==> src/rtl/div_seq_ctrl_pkg.sv <==
// Shared types and constants for the EX-stage divide sequencer.
package div_seq_ctrl_pkg;

    localparam int unsigned DIV_WIDTH = 32;

    // Stall request encoding seen by the pipeline stall controller
    localparam logic STOP    = 1'b1;
    localparam logic NO_STOP = 1'b0;

    typedef enum logic [2:0] {
        DIV_IDLE = 3'd0,
        DIV_PREP = 3'd1,
        DIV_CALC = 3'd2,
        DIV_FIX  = 3'd3,
        DIV_DONE = 3'd4
    } div_state_e;

    // Sign handling captured with the operands
    typedef struct packed {
        logic is_signed;
        logic neg_quot;
        logic neg_rem;
    } div_sign_t;

endpackage

==> src/rtl/div_seq_ctrl_if.sv <==
// EX <-> divider handshake: request/operands one way, stall and result the other.
interface div_seq_ctrl_if
    import div_seq_ctrl_pkg::*;
#(
    parameter int unsigned WIDTH = DIV_WIDTH
);
    logic             div_req;
    logic             div_signed;
    logic [WIDTH-1:0] dividend;
    logic [WIDTH-1:0] divisor;
    logic             ex_hold;
    logic             cancel;
    logic             stallreq_for_ex;
    logic             result_valid;
    logic [WIDTH-1:0] quotient;
    logic [WIDTH-1:0] remainder;
    logic             div_by_zero;

    // EX stage side
    modport master (
        output div_req, div_signed, dividend, divisor, ex_hold, cancel,
        input  stallreq_for_ex, result_valid, quotient, remainder, div_by_zero
    );

    // Divider side
    modport slave (
        input  div_req, div_signed, dividend, divisor, ex_hold, cancel,
        output stallreq_for_ex, result_valid, quotient, remainder, div_by_zero
    );
endinterface

==> src/rtl/div_seq_ctrl_iter_core.sv <==
// Restoring radix-2 divider datapath: one shift-subtract-compare per step on magnitudes.
module div_seq_ctrl_iter_core
    import div_seq_ctrl_pkg::*;
#(
    parameter int unsigned WIDTH = DIV_WIDTH
)
(
    input  logic             clk,
    input  logic             rst,
    input  logic             load,
    input  logic             step,
    input  logic [WIDTH-1:0] dividend_mag,
    input  logic [WIDTH-1:0] divisor_mag,
    output logic [WIDTH-1:0] q,
    output logic [WIDTH-1:0] r
);
    localparam int unsigned PR_W = WIDTH + 1;

    logic [WIDTH-1:0] prem_q;
    logic [WIDTH-1:0] quot_q;
    logic [WIDTH-1:0] dsor_q;
    logic [PR_W-1:0]  shifted_c;
    logic [WIDTH-1:0] diff_c;
    logic             fits_c;

    // Shifted partial remainder carries the extra bit; the difference always fits WIDTH when it is kept
    always_comb begin
        shifted_c = {prem_q, quot_q[WIDTH-1]};
        fits_c    = (shifted_c >= {1'b0, dsor_q});
        diff_c    = WIDTH'(shifted_c - {1'b0, dsor_q});
    end

    // Load magnitudes, then shift one quotient bit in per step
    always_ff @(posedge clk or negedge rst) begin
        if (!rst) begin
            prem_q <= '0;
            quot_q <= '0;
            dsor_q <= '0;
        end else if (load) begin
            prem_q <= '0;
            quot_q <= dividend_mag;
            dsor_q <= divisor_mag;
        end else if (step) begin
            prem_q <= fits_c ? diff_c : shifted_c[WIDTH-1:0];
            quot_q <= {quot_q[WIDTH-2:0], fits_c};
        end
    end

    assign q = quot_q;
    assign r = prem_q;

endmodule

==> src/rtl/div_seq_ctrl.sv <==
// DIV/DIVU sequencer: operand capture, sign correction, stall generation and result hold.
module div_seq_ctrl
    import div_seq_ctrl_pkg::*;
#(
    parameter int unsigned     WIDTH     = DIV_WIDTH,
    parameter logic [WIDTH-1:0] ZERO_QUOT = {WIDTH{1'b1}}
)
(
    input  logic          clk,
    input  logic          rst,
    div_seq_ctrl_if.slave bus
);
    localparam int unsigned      CNT_W    = $clog2(WIDTH);
    localparam logic [CNT_W-1:0] CNT_LAST = CNT_W'(WIDTH - 1);

    div_state_e       state_q;
    div_state_e       state_nxt;
    div_sign_t        sign_q;
    logic [WIDTH-1:0] a_q;
    logic [WIDTH-1:0] b_q;
    logic [CNT_W-1:0] cnt_q;

    logic             latch_ops_c;
    logic             core_load_c;
    logic             core_step_c;
    logic             done_zero_c;
    logic             done_fix_c;

    logic [WIDTH-1:0] a_mag_c;
    logic [WIDTH-1:0] b_mag_c;
    logic [WIDTH-1:0] core_q;
    logic [WIDTH-1:0] core_r;
    logic [WIDTH-1:0] quot_fix_c;
    logic [WIDTH-1:0] rem_fix_c;

    logic             result_valid_q;
    logic [WIDTH-1:0] quotient_q;
    logic [WIDTH-1:0] remainder_q;
    logic             div_by_zero_q;

    div_seq_ctrl_iter_core #(.WIDTH(WIDTH)) u_core (
        .clk          (clk),
        .rst          (rst),
        .load         (core_load_c),
        .step         (core_step_c),
        .dividend_mag (a_mag_c),
        .divisor_mag  (b_mag_c),
        .q            (core_q),
        .r            (core_r)
    );

    // State register
    always_ff @(posedge clk or negedge rst) begin
        if (!rst) begin
            state_q <= DIV_IDLE;
        end else begin
            state_q <= state_nxt;
        end
    end

    // Next state and datapath controls; a flush overrides everything including hold
    always_comb begin
        state_nxt   = state_q;
        latch_ops_c = 1'b0;
        core_load_c = 1'b0;
        core_step_c = 1'b0;
        done_zero_c = 1'b0;
        done_fix_c  = 1'b0;
        if (bus.cancel) begin
            state_nxt = DIV_IDLE;
        end else begin
            case (state_q)
                DIV_IDLE: begin
                    if (bus.div_req) begin
                        state_nxt   = DIV_PREP;
                        latch_ops_c = 1'b1;
                    end
                end
                DIV_PREP: begin
                    if (b_q == '0) begin
                        state_nxt   = DIV_DONE;
                        done_zero_c = 1'b1;
                    end else begin
                        state_nxt   = DIV_CALC;
                        core_load_c = 1'b1;
                    end
                end
                DIV_CALC: begin
                    core_step_c = 1'b1;
                    if (cnt_q == CNT_LAST) begin
                        state_nxt = DIV_FIX;
                    end
                end
                DIV_FIX: begin
                    state_nxt  = DIV_DONE;
                    done_fix_c = 1'b1;
                end
                DIV_DONE: begin
                    if (!bus.ex_hold) begin
                        state_nxt = DIV_IDLE;
                    end
                end
                default: begin
                    state_nxt = DIV_IDLE;
                end
            endcase
        end
    end

    // Unsigned magnitudes for the core and sign post-correction of its result
    always_comb begin
        a_mag_c    = (sign_q.is_signed && a_q[WIDTH-1]) ? (~a_q + WIDTH'(1)) : a_q;
        b_mag_c    = (sign_q.is_signed && b_q[WIDTH-1]) ? (~b_q + WIDTH'(1)) : b_q;
        quot_fix_c = sign_q.neg_quot ? (~core_q + WIDTH'(1)) : core_q;
        rem_fix_c  = sign_q.neg_rem  ? (~core_r + WIDTH'(1)) : core_r;
    end

    // Operand capture and iteration counter
    always_ff @(posedge clk or negedge rst) begin
        if (!rst) begin
            a_q    <= '0;
            b_q    <= '0;
            sign_q <= '0;
            cnt_q  <= '0;
        end else begin
            if (latch_ops_c) begin
                a_q              <= bus.dividend;
                b_q              <= bus.divisor;
                sign_q.is_signed <= bus.div_signed;
                sign_q.neg_quot  <= bus.div_signed & (bus.dividend[WIDTH-1] ^ bus.divisor[WIDTH-1]);
                sign_q.neg_rem   <= bus.div_signed & bus.dividend[WIDTH-1];
            end
            if (core_load_c) begin
                cnt_q <= '0;
            end else if (core_step_c) begin
                cnt_q <= cnt_q + CNT_W'(1);
            end
        end
    end

    // Result registers update only on entry to DONE and hold otherwise
    always_ff @(posedge clk or negedge rst) begin
        if (!rst) begin
            result_valid_q <= 1'b0;
            quotient_q     <= '0;
            remainder_q    <= '0;
            div_by_zero_q  <= 1'b0;
        end else begin
            result_valid_q <= (state_nxt == DIV_DONE);
            if (done_zero_c) begin
                quotient_q    <= ZERO_QUOT;
                remainder_q   <= a_q;
                div_by_zero_q <= 1'b1;
            end else if (done_fix_c) begin
                quotient_q    <= quot_fix_c;
                remainder_q   <= rem_fix_c;
                div_by_zero_q <= 1'b0;
            end
        end
    end

    // Stall from the request cycle itself; released in DONE so EX can consume the result
    assign bus.stallreq_for_ex = (rst && bus.div_req && !bus.cancel && (state_q != DIV_DONE))
                                 ? STOP : NO_STOP;
    assign bus.result_valid    = result_valid_q;
    assign bus.quotient        = quotient_q;
    assign bus.remainder       = remainder_q;
    assign bus.div_by_zero     = div_by_zero_q;

endmodule

==> src/flat_wrapper.sv <==
// flat-port wrapper written by rule: the top's interface ports become plain ports
module div_seq_ctrl_flat import div_seq_ctrl_pkg::*;
#(
    parameter int unsigned     WIDTH     = DIV_WIDTH,
    parameter logic [WIDTH-1:0] ZERO_QUOT = {WIDTH{1'b1}}
)
  (clk, rst, bus_div_req, bus_div_signed, bus_dividend, bus_divisor, bus_ex_hold, bus_cancel, bus_stallreq_for_ex, bus_result_valid, bus_quotient, bus_remainder, bus_div_by_zero);
  div_seq_ctrl_if #(.WIDTH(WIDTH)) bus_i ();
  input  logic clk;
  input  logic rst;
  input wire logic [$bits(bus_i.div_req)-1:0] bus_div_req;
  input wire logic [$bits(bus_i.div_signed)-1:0] bus_div_signed;
  input wire logic [$bits(bus_i.dividend)-1:0] bus_dividend;
  input wire logic [$bits(bus_i.divisor)-1:0] bus_divisor;
  input wire logic [$bits(bus_i.ex_hold)-1:0] bus_ex_hold;
  input wire logic [$bits(bus_i.cancel)-1:0] bus_cancel;
  output wire logic [$bits(bus_i.stallreq_for_ex)-1:0] bus_stallreq_for_ex;
  output wire logic [$bits(bus_i.result_valid)-1:0] bus_result_valid;
  output wire logic [$bits(bus_i.quotient)-1:0] bus_quotient;
  output wire logic [$bits(bus_i.remainder)-1:0] bus_remainder;
  output wire logic [$bits(bus_i.div_by_zero)-1:0] bus_div_by_zero;
  assign bus_i.div_req = bus_div_req;
  assign bus_i.div_signed = bus_div_signed;
  assign bus_i.dividend = bus_dividend;
  assign bus_i.divisor = bus_divisor;
  assign bus_i.ex_hold = bus_ex_hold;
  assign bus_i.cancel = bus_cancel;
  assign bus_stallreq_for_ex = bus_i.stallreq_for_ex;
  assign bus_result_valid = bus_i.result_valid;
  assign bus_quotient = bus_i.quotient;
  assign bus_remainder = bus_i.remainder;
  assign bus_div_by_zero = bus_i.div_by_zero;
  div_seq_ctrl #(.WIDTH(WIDTH), .ZERO_QUOT(ZERO_QUOT)) u_core (.clk(clk), .rst(rst), .bus(bus_i));
endmodule
==> config.mk <==
export PLATFORM = sky130hd
export DESIGN_NAME = div_seq_ctrl_flat
export DESIGN_NICKNAME = d
export VERILOG_FILES = /design/src/rtl/div_seq_ctrl_pkg.sv /design/src/rtl/div_seq_ctrl_if.sv /design/src/rtl/div_seq_ctrl_iter_core.sv /design/src/rtl/div_seq_ctrl.sv /design/src/flat_wrapper.sv
export SDC_FILE = /design/constraint.sdc
export NUM_CORES = 1
export LEC_CHECK = 0
export ABC_AREA = 1
export CAP_MARGIN = 20
export CORE_ASPECT_RATIO = 0.75
export CORE_MARGIN = 2
export CORE_UTILIZATION = 50
export DETAILED_ROUTE_END_ITERATION = 8
export PLACE_DENSITY = 0.76
export SYNTH_ARGS = -nofsm -noshare
export SYNTH_HDL_FRONTEND = slang
export SYNTH_SLANG_ARGS = --single-unit
==> constraint.sdc <==
create_clock -name clk -period 4.7 [get_ports clk]
set_clock_uncertainty 0.05 [all_clocks]
set_input_delay 1.41 -clock clk [delete_from_list [all_inputs] [get_ports clk]]
set_output_delay 1.41 -clock clk [all_outputs]
set_load 0.02 [all_outputs]
Yosys cells after proc, flatten, opt, wreduce, memory -nomap -nowiden
Cells that the tools add are included.
Widths: inputs -> output; s select.
{"block": "word_totals", "ff_bits": 237, "input_bits": 70, "output_inout_bits": 67, "word_cells": 82}
{"block": "op_classes", "n_addsub": 6, "magnitude_cmp": 1, "eq_ne": 7, "n_mux": 37, "bitwise_logic": 7, "reduce_logical": 10}
{"cell": "$mux 32", "count": 13}
{"cell": "$add 32x1->32 const B", "count": 4}
{"cell": "$not 32->32", "count": 4}
{"cell": "$ge 33x32->1", "count": 1}
{"cell": "$logic_not 32->1", "count": 1}
{"cell": "$sub 32x32->32", "count": 1}
{"cell": "$mux 1", "count": 16}
{"cell": "$mux 3", "count": 5}
{"cell": "$pmux 3 s5", "count": 1}
{"cell": "$mux 5", "count": 2}
{"cell": "$eq 3x2->1 const B", "count": 2}
{"cell": "$eq 3x3->1 const B", "count": 2}
{"cell": "$add 5x1->5 const B", "count": 1}
{"cell": "$eq 5x5->1 const B", "count": 1}
{"cell": "$logic_and 1x1->1", "count": 5}
{"cell": "$reduce_bool 2->1", "count": 2}
{"cell": "$eq 3x1->1 const B", "count": 1}
{"cell": "$logic_not 3->1", "count": 1}
{"cell": "$ne 3x3->1 const B", "count": 1}
{"cell": "$and 1x1->1", "count": 2}
{"cell": "$logic_not 1->1", "count": 1}
{"cell": "$xor 1x1->1", "count": 1}

Depth between registers and ports, before layout
{"block": "logic_depth", "depth_word": 5, "depth_mapped": 17, "mapped_depth_nobuf": 16}

Cells and area by module
Synthesis repeated with hierarchy kept, for this count alone.
{"block": "unflattened", "cells_unflattened": 2491, "area_unflattened_um2": 16448.3}
{"module": "div_seq_ctrl", "instances": 1, "cells_per_inst": 1442, "area_each_um2": 9556.7, "seq_area_each_um2": 3528.4}
{"module": "div_seq_ctrl_iter_core", "instances": 1, "cells_per_inst": 1049, "area_each_um2": 6891.6, "seq_area_each_um2": 2402.3}

Least setup slack after synthesis
Ideal clock, no wire load.
{"block": "synth_timing", "path_type": "in2out", "startpoint": "input bus_cancel", "endpoint": "output bus_stallreq_for_ex", "t_arrival_ns": 2.037, "required_time_ns": 3.240, "setup_slack_ns": 1.203, "cell_stages": 4, "n_path_buf": 1, "cell_sequence": "clkbuf_1 inv_1 nand4_1 inv_1"}
{"block": "synth_between", "elab_chain_cells": 4}
{"item": "start, declared", "line_no": "flat_wrapper.sv:16", "text": "input wire logic [$bits(bus_i.cancel)-1:0] bus_cancel;"}
{"item": "$logic_not 1->1", "line_no": "div_seq_ctrl.sv:163", "text": "assign bus.stallreq_for_ex = (rst && bus.div_req && !bus.cancel && (state_q != DIV_DONE))"}
{"item": "$logic_and 1x1->1 (2 in a row)", "line_no": "div_seq_ctrl.sv:163"}
{"item": "$mux 1", "line_no": "div_seq_ctrl.sv:164", "text": "? STOP : NO_STOP;"}
{"item": "end, declared", "line_no": "flat_wrapper.sv:17", "text": "output wire logic [$bits(bus_i.stallreq_for_ex)-1:0] bus_stallreq_for_ex;"}
No other way between the ends.

Worst setup path in the final report
Ends and elaborated chain as after synthesis.

==> reports/results.txt <==
Post-DP HPWL: 43040 um
Row count: 56
Cts bufs inserted: 25
Post-CTS Resized: 0
Share of cells above drive strength 1: 3.811%
Vias in the first global route: 14860
# setup viols final: 0
Area Overhead vs Synth: 15.85%
Clk buf depth: 3
Die width: 210.5 um
Area contributors post-synth: dfrtp_1 37%, nand2_1 18%, nand3_1 8.0%
Worst Path Arrival: 2.67 ns
F_max: 242.2 MHz
Critical path launch point type: primary input
Final setup TNS: 0 ns
Async S/R FF share, synth: 100.0%
Die Span Y: 158.9 um
I/O pins: 137
Synth area leader: dfrtp_1
Hold Vio Cnt, Final: 0
Avg WL per Cell: 18.72 um
Crit-path max FO: 2
Largest net degree at the start of global routing: 79
DRT antenna net count: 0
Min Hold Slack: 0.4321 ns
Final WL: 54790 um
Status: finished, final reports clean
Number of max-cap violations: 0
Warning count from the yosys run: 0
DR DRC count: 0
Least-Margin Pin Slew: 1.001 ns
Setup bufs post-CTS: 0
Leakage: 0.009406 uW
Die area: 33440 um2
Synth Area per Inst: 6.684 um2
Fin. max-slew vios: 0
# H-tree levels: 1
GP Congestion: 0.9974
IO Port Bufs: 136
Tot GR Track Use: 32.66%
Nets: 2609
Sequential fraction of the synthesis area: 37.09%
Worst skew pair latency: 0.55 ns
Post-synth top area share: 37.09%
Time the worst path needs with I/O delays and setup: 4.129 ns
Synthesized instance count: 2392
Critical path class: primary input to output port
Crit end category: output port
TritonCTS clock tree: built
Commonest cells in the netlist: 782 x nand2_1, 331 x inv_1, 256 x nand3_1, 237 x dfrtp_1, 195 x nor2_1
Pwr dens: 789.3 nW/um2
Fill cells: 3010
Via count: 16310
Post-synth cell types: 47
Tcrit/Tclk final: 87.85%
Via/cell ratio: 5.573
Hold WC Path Type: flip-flop to flip-flop
Post-synth EDFFs: 0
First-pass GRT wire length: 85240 um
Core Area: 31390 um2
Initial antenna violation count: 0
Yosys reg bits: 237
Grt ovf: 0
Syn_nets: 2501
RSZ-0062 raised after global routing: false
Initial core utilization: 50.94%
Clk slew on worst S/H paths: 0.06 ns
Clk Tree Root Cell: clkbuf_16
Slew margin rel.: 33.28%
Most used DFF post-synth: dfrtp_1
Synthesized cell area: 15990 um2
Initial DRT Pass Iterations: 6
Data required, critical path: 3.24 ns
Register area: 5931 um2
Area of the multi-input gates: 8409 um2
Worst vdd rail ir drop: 0.3865 mV
DRT iter0 DRCs: 1955
Most frequent cell after synthesis: nand2_1
Sink Count: 237
Hold_buf cts: 0
-- kinds of logic (layout without fill, tap and decap cells) --
group | count (synthesis) | in the layout | share of synthesized area, %
compound gates | 283 | 283 | 9.711
xor+xnor | 77 | 77 | 4.218
fa+ha+maj | 39 | 39 | 3.099
buf+inv | 415 | 542 | 10.45
flops | 237 | 237 | 37.09
other cells | 0 | 1 | 0
simple gates | 1341 | 1341 | 35.43
-- cell type report --
class / instances / area share (%)
Multi-Input combinational cell: 1740 / 45.40
Sequential cell: 237 / 32.02
Timing Repair Buffer: 158 / 8.336
Inverter: 338 / 6.850
Clock buffer: 35 / 3.904
Tap cell: 406 / 2.742
Clock inverter: 11 / 0.7363
Antenna cell: 1 / 0.01351
-- per-stage QoR --
step	std cells	setup slack (ns)	power, uW	util, %	instance area [um2]
2_1_floorplan	2392	1.203	9508	-	15990
4_1_cts	2925	0.5629	14410	59.00	18520
3_5_place_dp	2879	0.5700	12250	56.26	17660
6_report	2926	0.5708	14620	59.01	18520
3_3_place_gp	2879	0.5548	12140	56.26	17660
5_1_grt	2925	0.4741	15800	59.00	18520
-- cells in the final DEF, fill, tap and decap left out, types with 15 or more instances in the layout --
cell type | synthesis | final
xor2_1 | 62 | 62
inv_1 | 331 | 331
nor2_1 | 195 | 192
dfrtp_1 | 237 | 237
o211ai_1 | 32 | 32
xnor2_1 | 15 | 15
nand3_1 | 256 | 256
clkdlybuf4s50_1 | 0 | 135
a21oi_1 | 40 | 40
clkbuf_16 | 0 | 25
o21ai_0 | 179 | 179
nand4_1 | 48 | 48
ha_1 | 38 | 38
nor3_1 | 20 | 19
nand2_1 | 782 | 782
buf_4 | 7 | 21
-- worst paths after layout --
| check | startpoint | endpoint | slack, ns | cells past startpoint |
|---|---|---|---|---|
| max in group asynchronous | rst | u_core.u_core.q[21] | 2.29 | 3 |
| worst max-delay path | bus_cancel | bus_stallreq_for_ex | 0.57 | 5 |
| min in group asynchronous | rst | u_core.u_core.r[2] | 0.64 | 1 |
| worst min register to register | u_core.bus.remainder[9] | u_core.bus.remainder[9] | 0.43 | 2 |
| worst min-delay path | u_core.bus.remainder[9] | u_core.bus.remainder[9] | 0.43 | 2 |
| worst max register to register | u_core.b_q[0] | u_core.bus.remainder[30] | 1.62 | 13 |
-- flip-flops by register name (all words and copies together) (netlist names) --
name,cells
u_core.bus.remainder,32
u_core.state_q,3
u_core.bus.result_valid,1
u_core.bus.div_by_zero,1
u_core.sign_q,3
u_core.u_core.dsor_q,32
u_core.bus.quotient,32
u_core.a_q,32
u_core.u_core.q,32
u_core.cnt_q,5
u_core.u_core.r,32
u_core.b_q,32
-- report_power, final --
part	total, uW	leakage (uW)	switching (uW)	internal [uW]
sequential	3600	0.00299	814	2780
combinational	8920	0.00599	5860	3060
clock	2110	0.000426	870	1240
total	14600	0.00941	7540	7080
-- worst max-delay path: stages --
cell and delay, ns:
clkdlybuf4s50_1 0.42, inv_1 0.08, nand4_1 0.10, inv_1 0.06, clkdlybuf4s50_1 0.60
-- metal layers --
layer	global-route usage, %	vias up	share of wire (%)
li1	-	7829	-
met1	53.30	7683	49
met2	43.17	737	39
met3	7.793	58	11
met4	5.730	0	1.6
met5	0	-	0
No activity file was read; power rests on OpenSTA's default activity.
